[src/rtl/slip_rx.sv]
// rtl/slip_rx.sv - UART 8N1 receiver with SLIP frame decoder
//
// Purpose: receives the host's serial command stream, decodes SLIP framing
// and delivers payload bytes one per strobe, followed by a frame-complete
// strobe carrying the byte count, or a frame-error strobe.
//
// Ports:
//   clk          system clock, all logic on posedge
//   reset        synchronous active-low reset (0 = reset)
//   i_uart_line  asynchronous UART RX line, idle high
//   o_rx_dv      one-cycle strobe, o_rx_byte holds a decoded payload byte
//   o_rx_byte    decoded byte, held between strobes
//   o_frame_end  one-cycle strobe, a non-empty frame completed
//   o_frame_len  payload byte count, valid with o_frame_end, held
//   o_frame_err  one-cycle strobe, current frame discarded
module slip_rx #(
    parameter int CLKS_PER_BIT = 87,
    parameter int MAX_LEN      = 127
) (
    input  logic       clk,
    input  logic       reset,
    input  logic       i_uart_line,
    output logic       o_rx_dv,
    output logic [7:0] o_rx_byte,
    output logic       o_frame_end,
    output logic [7:0] o_frame_len,
    output logic       o_frame_err
);

    localparam int CW = $clog2(CLKS_PER_BIT);
    // START check lands CLKS_PER_BIT/2 cycles after the first synchronized 0
    // because the counter starts one cycle after that 0 is seen.
    localparam logic [CW-1:0] HALF = CW'(CLKS_PER_BIT / 2 - 1);
    localparam logic [CW-1:0] LAST = CW'(CLKS_PER_BIT - 1);
    localparam logic [7:0]    MAXB = 8'(MAX_LEN);

    localparam logic [7:0] SLIP_END     = 8'hC0;
    localparam logic [7:0] SLIP_ESC     = 8'hDB;
    localparam logic [7:0] SLIP_ESC_END = 8'hDC;
    localparam logic [7:0] SLIP_ESC_ESC = 8'hDD;

    localparam logic [1:0] U_IDLE  = 2'd0;
    localparam logic [1:0] U_START = 2'd1;
    localparam logic [1:0] U_DATA  = 2'd2;
    localparam logic [1:0] U_STOP  = 2'd3;

    localparam logic [1:0] D_DATA = 2'd0;
    localparam logic [1:0] D_ESC  = 2'd1;
    localparam logic [1:0] D_HUNT = 2'd2;

    // ------------------------------------------------------------------
    // Line synchronizer and arming
    // ------------------------------------------------------------------
    logic       sync1;
    logic       sync2;
    logic [1:0] fill;
    logic       armed;

    // fill marks when sync2 holds a real line sample rather than its reset
    // value, so a line that is low when reset releases never arms the UART.
    always_ff @(posedge clk) begin
        if (!reset) begin
            sync1 <= 1'b1;
            sync2 <= 1'b1;
            fill  <= 2'b00;
            armed <= 1'b0;
        end else begin
            sync1 <= i_uart_line;
            sync2 <= sync1;
            fill  <= {fill[0], 1'b1};
            if (fill[1] && sync2) begin
                armed <= 1'b1;
            end
        end
    end

    // ------------------------------------------------------------------
    // UART receiver
    // ------------------------------------------------------------------
    logic [1:0]    u_state;
    logic [CW-1:0] cnt;
    logic [2:0]    bit_idx;
    logic [7:0]    shreg;
    logic          byte_stb;
    logic          ferr_stb;

    always_ff @(posedge clk) begin
        if (!reset) begin
            u_state  <= U_IDLE;
            cnt      <= '0;
            bit_idx  <= 3'd0;
            shreg    <= 8'h00;
            byte_stb <= 1'b0;
            ferr_stb <= 1'b0;
        end else begin
            byte_stb <= 1'b0;
            ferr_stb <= 1'b0;
            case (u_state)
                U_IDLE: begin
                    cnt     <= '0;
                    bit_idx <= 3'd0;
                    if (armed && !sync2) begin
                        u_state <= U_START;
                    end
                end
                U_START: begin
                    if (cnt == HALF) begin
                        cnt     <= '0;
                        u_state <= sync2 ? U_IDLE : U_DATA;
                    end else begin
                        cnt <= cnt + 1'b1;
                    end
                end
                U_DATA: begin
                    if (cnt == LAST) begin
                        cnt     <= '0;
                        shreg   <= {sync2, shreg[7:1]};
                        bit_idx <= bit_idx + 3'd1;
                        if (bit_idx == 3'd7) begin
                            u_state <= U_STOP;
                        end
                    end else begin
                        cnt <= cnt + 1'b1;
                    end
                end
                U_STOP: begin
                    if (cnt == LAST) begin
                        cnt      <= '0;
                        byte_stb <= sync2;
                        ferr_stb <= !sync2;
                        u_state  <= U_IDLE;
                    end else begin
                        cnt <= cnt + 1'b1;
                    end
                end
                default: u_state <= U_IDLE;
            endcase
        end
    end

    // ------------------------------------------------------------------
    // SLIP decoder
    // ------------------------------------------------------------------
    logic [1:0] d_state;
    logic [1:0] d_next;
    logic [7:0] count;
    logic       emit;
    logic [7:0] emit_val;
    logic       frame_done;
    logic       frame_bad;
    logic       full;

    assign full = (count == MAXB);

    always_comb begin
        d_next     = d_state;
        emit       = 1'b0;
        emit_val   = shreg;
        frame_done = 1'b0;
        frame_bad  = 1'b0;
        if (ferr_stb) begin
            // A hunting decoder has already reported this frame.
            frame_bad = (d_state != D_HUNT);
            d_next    = D_HUNT;
        end else if (byte_stb) begin
            case (d_state)
                D_DATA: begin
                    if (shreg == SLIP_END) begin
                        frame_done = (count != 8'd0);
                    end else if (shreg == SLIP_ESC) begin
                        d_next = D_ESC;
                    end else begin
                        emit = 1'b1;
                    end
                end
                D_ESC: begin
                    d_next = D_DATA;
                    if (shreg == SLIP_ESC_END) begin
                        emit     = 1'b1;
                        emit_val = SLIP_END;
                    end else if (shreg == SLIP_ESC_ESC) begin
                        emit     = 1'b1;
                        emit_val = SLIP_ESC;
                    end else begin
                        frame_bad = 1'b1;
                        d_next    = D_HUNT;
                    end
                end
                D_HUNT: begin
                    if (shreg == SLIP_END) begin
                        d_next = D_DATA;
                    end
                end
                default: d_next = D_HUNT;
            endcase
            // Overlong frame: drop the byte and discard the frame.
            if (emit && full) begin
                emit      = 1'b0;
                frame_bad = 1'b1;
                d_next    = D_HUNT;
            end
        end
    end

    always_ff @(posedge clk) begin
        if (!reset) begin
            d_state     <= D_DATA;
            count       <= 8'd0;
            o_rx_dv     <= 1'b0;
            o_rx_byte   <= 8'h00;
            o_frame_end <= 1'b0;
            o_frame_len <= 8'h00;
            o_frame_err <= 1'b0;
        end else begin
            d_state     <= d_next;
            o_rx_dv     <= emit;
            o_frame_end <= frame_done;
            o_frame_err <= frame_bad;
            if (emit) begin
                o_rx_byte <= emit_val;
                count     <= count + 8'd1;
            end
            if (frame_done) begin
                o_frame_len <= count;
                count       <= 8'd0;
            end
            // Count stays at zero while hunting so the next frame starts clean.
            if (d_next == D_HUNT) begin
                count <= 8'd0;
            end
        end
    end

endmodule

[config.mk]
export PLATFORM = sky130hd
export DESIGN_NAME = slip_rx
export DESIGN_NICKNAME = d
export VERILOG_FILES = /design/src/rtl/slip_rx.sv
export SDC_FILE = /design/constraint.sdc
export NUM_CORES = 1
export LEC_CHECK = 0
export CAP_MARGIN = 20
export CORE_ASPECT_RATIO = 1.75
export CORE_MARGIN = 2
export CORE_UTILIZATION = 52
export DETAILED_ROUTE_END_ITERATION = 8
export PLACE_DENSITY = 0.73
export REMOVE_ABC_BUFFERS = 1
export SETUP_SLACK_MARGIN = 0.15
export SYNTH_ARGS = -nofsm -noshare
export SYNTH_HDL_FRONTEND = slang
export SYNTH_SLANG_ARGS = --single-unit
[constraint.sdc]
create_clock -name clk -period 6.1 [get_ports clk]
set_input_delay 0.61 -clock clk [delete_from_list [all_inputs] [get_ports clk]]
set_output_delay 0.61 -clock clk [all_outputs]
set_load 0.02 [all_outputs]
==> impl_metrics.csv <==
group,metric,value,unit
status,outcome,"complete, no violations",
hold_path,hp-class,"flip-flop to flip-flop",
synthesis,synth_area_leaders,"dfxtp_1, mux2i_1, nor2_1",
clocking,postCtsSetupRepairBufs,0,
routing,vias_per_cell,5.84,
sta,skew,0.00488,ns
synthesis,synth_simple_gate_area_frac,0.243,
routing,dr.pass1.iters,4,
power_and_ir_drop,seq_power_share,0.579,
placement,place_hpwl,3510,um
final_layout,diodes,0,
sta,max_freq,402,MHz
final_layout,area_growth,13.5,%
power_and_ir_drop,clkPwrFrac,0.407,
clocking,cts_tree,"built",
power_and_ir_drop,leakage,0.00100,uW
clocking,cts_resized,0,
synthesis,synthTopCellsByCount,"dfxtp_1, nor2_1, a21oi_1",
floorplan,die_x,56.5,um
floorplan,rows,33,
synthesis,yosysSeqAreaShare,0.448,
synthesis,synth_area,0.00250,mm^2
synthesis,synthAdderAreaFrac,0.0300,
critical_path,cp_slowest_cell,"o2111ai_1",
critical_path,cp_data_required_time,6.32,ns
sta,fin_tns_setup,0,ns
routing,drc,0,
synthesis,synth_flop_cell,"dfxtp_1",
routing,wire_per_inst,14.6,um
clocking,htree_levels,2,
power_and_ir_drop,power.switching,122,uW
power_and_ir_drop,power,637,uW
critical_path,cp-start-kind,"flip-flop",
synthesis,muxShareOfSynthArea,0.0560,
final_layout,final_nets,297,
final_layout,drive_gt1_frac,0.0588,
placement,io_buffers,21,
clocking,clockBufferDepth,2,
synthesis,synth_top_family_by_area,"simple AND/OR/NAND/NOR gates",
sta,rsz0062_at_grt,"false",
routing,top_layer_used,"met4",
synthesis,synth_top_area_cell,"dfxtp_1",
grt,antenna_found_initial,0,
sta,tightest_slew,0.936,ns
grt,gr-total-overflow,0,
clocking,path_clk_slew,0.10,ns
critical_path,crit_fanout,13,
synthesis,synthArstFlopShare,0,
clocking,numCtsBuffers,5,
critical_path,arrival,2.71,ns
sta,setup_viol_count_final,0,
synthesis,ys_warn_count,0,
placement,place_ws,3.42,ns
placement,placed_cell_area,0.00272,mm^2
sta,slew_viol_final,0,
grt,grt_pass1_wl,8530,um
synthesis,syn_inst,273,
final_layout,final_area,0.00284,mm^2
critical_path,cpPeakStageDelay,0.51,ns
sta,setup_ws,3.61,ns
clocking,insertion_delay,0.30,ns
sta,period_minus_slack,2.49,ns
synthesis,synth_compound_gate_area_share,0.164,
synthesis,synth_xor_area_frac,0.0175,
synthesis,synth-edff-count,0,
grt,grt_max_degree,35,
job,cap_violations,0,
critical_path,end_kind,"flip-flop",
sta,relSlewSlack,0.372,
synthesis,synth_top_cell_area_share,0.448,
routing,first_iter_violations,56,
power_and_ir_drop,power_frac_comb,0.014,
clocking,holdBufCountCts,0,
power_and_ir_drop,switching_share,0.192,
routing,wl_met2,2750,um
routing,met3_length,115,um
synthesis,yosys_register_bits,56,
synthesis,synth.distinct_cells,51,
floorplan,die-height,95.8,um
sta,hold_viol_final,0,
critical_path,reg2reg_slack,3.61,ns
power_and_ir_drop,power.density,224,mW/mm^2
power_and_ir_drop,vdd_drop_max,201,uV
placement,gp_congestion,0.803,
clocking,cts_sinks,56,
synthesis,yosysMostFrequentCell,"dfxtp_1",
routing,ant_nets,0,
floorplan,ioPinCount,22,
final_layout,n_fill_cell,430,
grt,globalRouteTotalUtil,0.198,
floorplan,start_util,0.537,
power_and_ir_drop,p_int,515,uW
floorplan,fp.dieArea,0.00541,mm^2
routing,vias,1990,
clocking,cts_root_buf,"clkbuf_8",
routing,wirelength,4990,um
synthesis,syn_avg_cell_area,9.17,um^2
routing,m1WireLength,2050,um
floorplan,core_region_area,0.00467,mm^2
sta,fin_crit_sh,0.407,
critical_path,crit_type,"flip-flop to flip-flop",
grt,grt_pass1_vias,1947,
critical_path,cp_cell_sequence,"inv_1 -> ha_1 -> or4b_4 -> o2111ai_4 -> o2111ai_1 -> a22oi_1",
## critical path, delay by kind of cell, from the launching register on
| family | cells | cell delay, ns |
|---|---|---|
| AO/OA/AOI/OAI | 3 | 1.30 |
| adder cells (fa/ha/maj) | 1 | 0.16 |
| buffers and inverters | 1 | 0.11 |
| flip-flops | 1 | 0.36 |
| AND/OR/NAND/NOR | 1 | 0.47 |
## metal layers
metal	vias up	global-route usage
met5	-	0
met4	0	0.0933
met3	8	0.0296
met2	26	0.367
met1	944	0.218
li1	1012	-
## logic make-up (layout without fill, tap and decap cells)
kind of cell | Yosys count | after routing
buf+inv | 23 | 39
fa+ha+maj | 6 | 6
simple gates | 107 | 107
flops | 56 | 56
compound gates | 62 | 62
mux | 14 | 14
xor+xnor | 5 | 5
## sequential cells by signal (all words and copies together), names as in the netlist, 2 cells and up, named ones only
register	cells
d_state	2
o_rx_byte	8
fill	2
shreg	8
bit_idx	3
o_frame_len	8
cnt	7
count	8
## area by class of cell
class | count | area, um^2 | share of cell area
Clock inverter | 1 | 30.0 | 0.0106
Inverter | 9 | 33.8 | 0.0119
Tap cell | 52 | 65.1 | 0.0229
Clock buffer | 7 | 96.3 | 0.0339
Timing Repair Buffer | 22 | 218 | 0.0766
Sequential cell | 56 | 1120 | 0.394
Multi-Input combinational cell | 194 | 1280 | 0.450
## path summary, 6_finish.rpt
kind	start	endpoint	cells after the start
max	count[0]	count[7]	6
min reg2reg	sync1	sync2	1
max reg2reg	count[0]	count[7]	6
min	sync1	sync2	1
## power by group through the flow
stage / clock network (uW) / logic (uW) / registers [uW]
6_report: 259 / 8.90 / 369
5_1_grt: 282 / 10.0 / 369
4_1_cts: 266 / 9.20 / 369
3_5_place_dp: 0 / 9.17 / 377
3_3_place_gp: 0 / 8.93 / 377
2_1_floorplan: 0 / 5.04 / 377
## stage by stage
stage / utilization / instances / hold WS [ns]
4_1_cts: 0.609 / 341 / 0.431
6_report: 0.609 / 341 / 0.437
2_1_floorplan: - / 259 / 0.386
3_3_place_gp: 0.582 / 333 / 0.393
3_5_place_dp: 0.582 / 333 / 0.408
5_1_grt: 0.609 / 341 / 0.470
## cell usage in the layout (no fill, tap or decap), types with 2 or more instances in the layout
master           synthesis  routed
a21oi_1                 20      20
dfxtp_1                 56      56
xnor2_1                  3       3
nand3_1                 10      10
and2_1                   4       4
mux2i_1                 14      14
ha_1                     6       6
nand4b_1                 5       5
xor2_1                   2       2
nand2_1                  8       8
or3_1                    4       4
o31ai_1                  5       5
inv_1                    8       8
or4_1                    5       5
nor3_1                   4       4
and3_1                   2       2
a211oi_1                 3       3
clkdlybuf4s50_1          0      21
nor2b_1                  3       3
a22oi_1                  9       9
nand4_1                  7       7
nor2_1                  37      37
clkbuf_8                 0       7
o21ai_0                 14      14
nand2b_1                 4       4
nand3b_1                 2       2
No activity file was read; power rests on OpenSTA's default activity.
==> variant 1, RTL diff (same settings) <==
Add an input register stage for `i_uart_line`, cleared by the reset; this delays it by one clock.
--- a/src/rtl/slip_rx.sv
+++ b/src/rtl/slip_rx.sv
@@ -49,4 +49,14 @@
     localparam logic [1:0] D_HUNT = 2'd2;
 
+    logic i_uart_line_q;
+
+    always_ff @(posedge clk) begin
+        if (!reset) begin
+            i_uart_line_q <= '0;
+        end else begin
+            i_uart_line_q <= i_uart_line;
+        end
+    end
+
     // ------------------------------------------------------------------
     // Line synchronizer and arming
@@ -66,5 +76,5 @@
             armed <= 1'b0;
         end else begin
-            sync1 <= i_uart_line;
+            sync1 <= i_uart_line_q;
             sync2 <= sync1;
             fill  <= {fill[0], 1'b1};
Function: no difference found for any inputs over 10 cycles, from zero or initial values and one cycle with reset low; that may be too few to reach the edited logic, so the function may still have changed.
==> variant 1 against the original RTL <==
Final area rose by 1.2%; wire length decreased by 2.7%; largest power group unchanged; worst setup slack got worse by 0.0028 ns; highest routed layer unchanged; core utilization increased by 1.3 points; sequential power grew 2%; sequential cell count increased by 1; count of clock-buffer cells in the layout up 6; area after synthesis is 1.8% lower; power increased by 11%.
==> variant 1: results (changes against the original RTL) <==
[routing]
dr.pass1.iters=4  ; unchanged
drt_iter0_drc=64  ; +14%
wl_per_cell_um=14.1  ; -3.8%
vias=1994  ; +0.20%

[global_route]
grt_pass1_vias=1854  ; -4.8%
grtUsageTotal_pct=19.8  ; -0.030 points
grt_pass1_wl_um=7940  ; -7.0%
grt-ovfl-total=0  ; unchanged
grt_max_degree=36  ; +2.9%
antenna_found_initial=0  ; unchanged

[finish]
fin_nets=298  ; +0.34%
diodes=0  ; unchanged
n_fill_cell=419  ; -2.6%
drive_gt1_share_pct=8.19  ; +2.3 points

[yosys]
synth_mux_area_share_pct=6.11  ; +0.51 points
yosys-top-cells-count=dfxtp_1, nor2_1, nand2_1
synth_compound_area_share_pct=14.0  ; -2.3 points
yosysSeqAreaShare_pct=46.4  ; +1.6 points
synthTopCellsByArea=dfxtp_1, mux2i_1, nor2_1
synth_adder_area_share_pct=3.05  ; +0.055 points
yosysWarnings=0  ; unchanged
async_reset_ff_share_pct=0  ; unchanged
yosysUniqueCellTypes=54  ; +5.9%
synthXorXnorAreaFrac_pct=2.85  ; +1.1 points

[setup_path]
crit_slowest_cell=or4b_1
worstPathArrival_ns=2.74  ; +0.03 ns
timing.rr.start=count[0]
r2r_cells=6  ; unchanged
r2r_slack_ns=3.61  ; about the same
r2r_end=count[6]
crit_fanout=17  ; +4
critPathMaxStageDelay_ns=0.82  ; +0.31 ns

[worst_hold_path]
hold_path.class=flip-flop to flip-flop
hp-start=sync1
holdPathEnd=sync2
holdPathStages=1  ; unchanged

[clock_tree]
cts-root-buf=clkbuf_8
insertion_delay_ns=0.33  ; +0.03 ns
post-cts-setup-buffers=0  ; unchanged
cts_htree_levels=3  ; +1
cts_resized=0  ; unchanged
clk_pin_slew_worst_paths_ns=0.06  ; -0.04 ns
cts-buffers-inserted=9  ; +4
clockBufferDepth=2  ; unchanged

[sta]
max_slew_margin_pct=37.5  ; +0.35 points
hold_slack_ns=0.406  ; -0.0306 ns
skew_ns=0.00631  ; +0.00142 ns
slew_violations=0  ; unchanged

[placement]
place_congestion=0.820  ; +2.2%
dp_hpwl_um=3420  ; -2.6%
portBuffers=21  ; unchanged

[pwr]
peakVddDrop_mv=0.213  ; +5.9%
internal_power_mw=0.555  ; +7.9%
p_leak_nw=0.976  ; -2.4%

[outcome]
status=complete, no violations

variant 1: cell types whose count changed after synthesis, sizes merged, moves of 4 or more:
cell	delta
a22oi	-8
clkbuf	-4
nand2	+15
nand4b	-4
nor2	-5
nor3	+9
o21ai	-9
o311ai	+4
variant 1: power by group through the flow:
stage / registers, mW / logic [mW] / clock network (mW)
3_3_place_gp: 0.385 / 0.00950 / 0
4_1_cts: 0.376 / 0.00958 / 0.330
3_5_place_dp: 0.385 / 0.00959 / 0
5_1_grt: 0.377 / 0.0104 / 0.345
6_report: 0.377 / 0.00930 / 0.320
2_1_floorplan: 0.384 / 0.00558 / 0
variant 1: how the worst max path moves through the flow:
stage | startpoint | end | slack, ns | depth (start not counted)
finish | count[0] | count[6] | 3.61 | 6
CTS | count[0] | count[6] | 3.63 | 6
global route | count[0] | o_rx_byte[4] | 3.51 | 6
global placement | reset | u_state[0] | 3.50 | 3
detailed placement | reset | u_state[0] | 3.44 | 3
floorplan | count[0] | count[5] | 3.92 | 6
variant 1: worst max-delay path, delay by kind of cell, from the launching register on:
family                     cells  cell delay (ns)
DFF                            1             0.36
and+or+nand+nor                4             1.58
AOI/OAI and AO/OA              1             0.23
adders and majority gates      1             0.25
variant 1: layout make-up:
cell class                 instances  area [µm²]  share of cell area (%)
clock buffer                      13         169                    5.87
clock inverter                     2        12.5                   0.435
inverter                           9        33.8                    1.17
multi-input combinational        191        1240                    43.3
sequential                        57        1140                    39.7
tap                               52        65.1                    2.26
timing repair buffer              21         210                    7.31
variant 1: logic make-up (layout without fill, tap and decap cells):
family                     after synthesis  after routing
muxes                                   15             15
DFF                                     57             57
adders and majority gates                6              6
xor gates and xnor gates                 8              8
AOI/OAI and AO/OA                       50             50
and+or+nand+nor                        112            112
buffers and inverters                   17             45
variant 1: metal layers:
metal | wire [µm] | up-vias | global-route usage (%) | part of all wire (%)
met5 | 0 | - | 0 | 0
met2 | 2550 | 36 | 35.0 | 52
met1 | 1970 | 936 | 18.9 | 40
met4 | 204 | 0 | 16.3 | 4.2
li1 | - | 1004 | - | -
met3 | 141 | 18 | 5.07 | 2.9
variant 1: stage by stage:
| step | setup WS (ns) | instances | util, % | cell area (µm²) |
|---|---|---|---|---|
| 2_1_floorplan | 3.92 | 257 | - | 2420 |
| 3_3_place_gp | 3.50 | 330 | 58.3 | 2700 |
| 3_5_place_dp | 3.44 | 330 | 58.3 | 2700 |
| 4_1_cts | 3.63 | 345 | 62.2 | 2880 |
| 5_1_grt | 3.51 | 345 | 62.2 | 2880 |
| 6_report | 3.61 | 345 | 62.2 | 2880 |
==> variant 2, RTL diff (same flow settings) <==
Without the edit above. `CLKS_PER_BIT`: 87 -> 174.
--- a/src/rtl/slip_rx.sv
+++ b/src/rtl/slip_rx.sv
@@ -15,5 +15,5 @@
 //   o_frame_err  one-cycle strobe, current frame discarded
 module slip_rx #(
-    parameter int CLKS_PER_BIT = 87,
+    parameter int CLKS_PER_BIT = 174,
     parameter int MAX_LEN      = 127
 ) (
Formal check against the unedited RTL: no difference found for any inputs over 10 cycles, from zero or initial values and one cycle with reset low; that may be too few to reach the edited logic, so the function may still have changed.
==> variant 2 against the original RTL <==
Maximum frequency down 6.5%; critical endpoint unchanged; sequential cell count is 1 higher; count of clock-buffer cells in the layout up 7; final area grew 0.79%; core utilization up 1.0 points; worst setup slack worse by 0.17 ns; wire length is 5.9% lower; area after synthesis decreased by 1.6%; die area decreased by 1.5%; power grew 12%; largest cell class unchanged; via count fell by 2.9%; non-clock buffer count shrank 1.
==> variant 2: results (changes against the original RTL) <==
[yosys]
synth_adder_area_share_pct=3.56  ; +0.56 points
synthTopCellsByArea=dfxtp_1, mux2i_1, nor2_1
yosysUniqueCellTypes=47  ; -7.8%
yosys-top-cells-count=dfxtp_1, nor2_1, mux2i_1
synth_mux_area_share_pct=8.94  ; +3.3 points
synth_compound_area_share_pct=11.7  ; -4.7 points
yosysSeqAreaShare_pct=46.3  ; +1.5 points

[clock_tree]
clk_pin_slew_worst_paths_ns=0.05  ; -0.05 ns
cts_htree_levels=3  ; +1
cts-buffers-inserted=9  ; +4

[placement]
dp_hpwl_um=3140  ; -11%
dp_slack_ns=3.45  ; +0.0345 ns

[setup_path]
crit_fanout=23  ; +10
timing.rr.start=byte_stb
critPathMaxStageDelay_ns=0.68  ; +0.17 ns
crit_family=simple AND/OR/NAND/NOR gates
crit_slowest_cell=or3_2

[global_route]
grtUsageTotal_pct=19.5  ; -0.28 points
grt_pass1_wl_um=8130  ; -4.7%

[finish]
drive_gt1_share_pct=7.64  ; +1.8 points
fin_nets=293  ; -1.3%

[routing]
drt_iter0_drc=55  ; -1.8%

[pwr]
internal_power_mw=0.567  ; +10%
peakVddDrop_mv=0.220  ; +9.3%

[sta]
worst_slew_pin_slew_ns=0.940  ; +0.00387 ns
skew_ns=0.00915  ; +0.00426 ns

[outcome]
status=complete, no violations

variant 2: cell count changes after synthesis, moves of 4 or more:
cell      unedited run  this run
a21oi_1             20         9
a221oi_1             0         4
a22oi_1              9         4
clkbuf_1            10         5
mux2i_1             14        22
nand2_1              8        14
nand3_1             10         5
nand4b_1             5         1
nor2_1              37        45
nor4_1               1         5
o21ai_0             14         5
variant 2: final timing paths:
path / endpoint / slack, ns / depth (start not counted)
setup / recovery: count[7] / 3.44 / 5
hold reg to reg: sync2 / 0.41 / 1
hold / removal: sync2 / 0.41 / 1
setup reg to reg: count[7] / 3.44 / 5
variant 2: routing by layer:
layer  global-route usage [%]  part of all wire [%]  vias to the layer above
li1                         -                     -                      977
met1                     21.2                    41                      911
met3                     3.26                   3.4                        9
met5                        0                     0                        -
met2                     33.9                    54                       35
met4                     14.3                   2.1                        0
variant 2: layout make-up:
cell class	instances	area share (%)
clock buffers	14	6.38
clock inverters	2	0.349
inverters	12	1.57
multi-input cells	182	42.3
flip-flops and latches	57	39.8
well taps	52	2.27
repair buffers	21	7.34
variant 2: power by group through the flow:
stage                     Sequential, mW  Clock (mW)  Combinational (mW)
final                              0.375       0.331             0.00860
after global routing               0.375       0.353             0.00966
after CTS                          0.375       0.338             0.00887
after detailed placement           0.383           0             0.00883
after global placement             0.383           0             0.00856
after floorplan                    0.383           0             0.00479
variant 2: worst register-to-register path: cells and delay by family, from the launching register on:
| family | cells | cell delay, ns |
|---|---|---|
| AOI/OAI and AO/OA | 2 | 0.49 |
| DFF | 1 | 0.37 |
| and+or+nand+nor | 3 | 1.71 |
variant 2: cell families (layout without fill, tap and decap cells):
kind of cell	after synthesis	in the layout
flip-flops	57	57
multiplexers	22	22
XOR/XNOR	9	9
AND/OR/NAND/NOR	104	104
buffers and inverters	22	49
adder cells (fa/ha/maj)	7	7
AO/OA/AOI/OAI	40	40
variant 2: per-stage QoR:
stage	util, %	instances
after CTS	62.0	340
after global placement	57.8	324
final	62.0	340
after global routing	62.0	340
after detailed placement	57.8	324
after floorplan	-	251
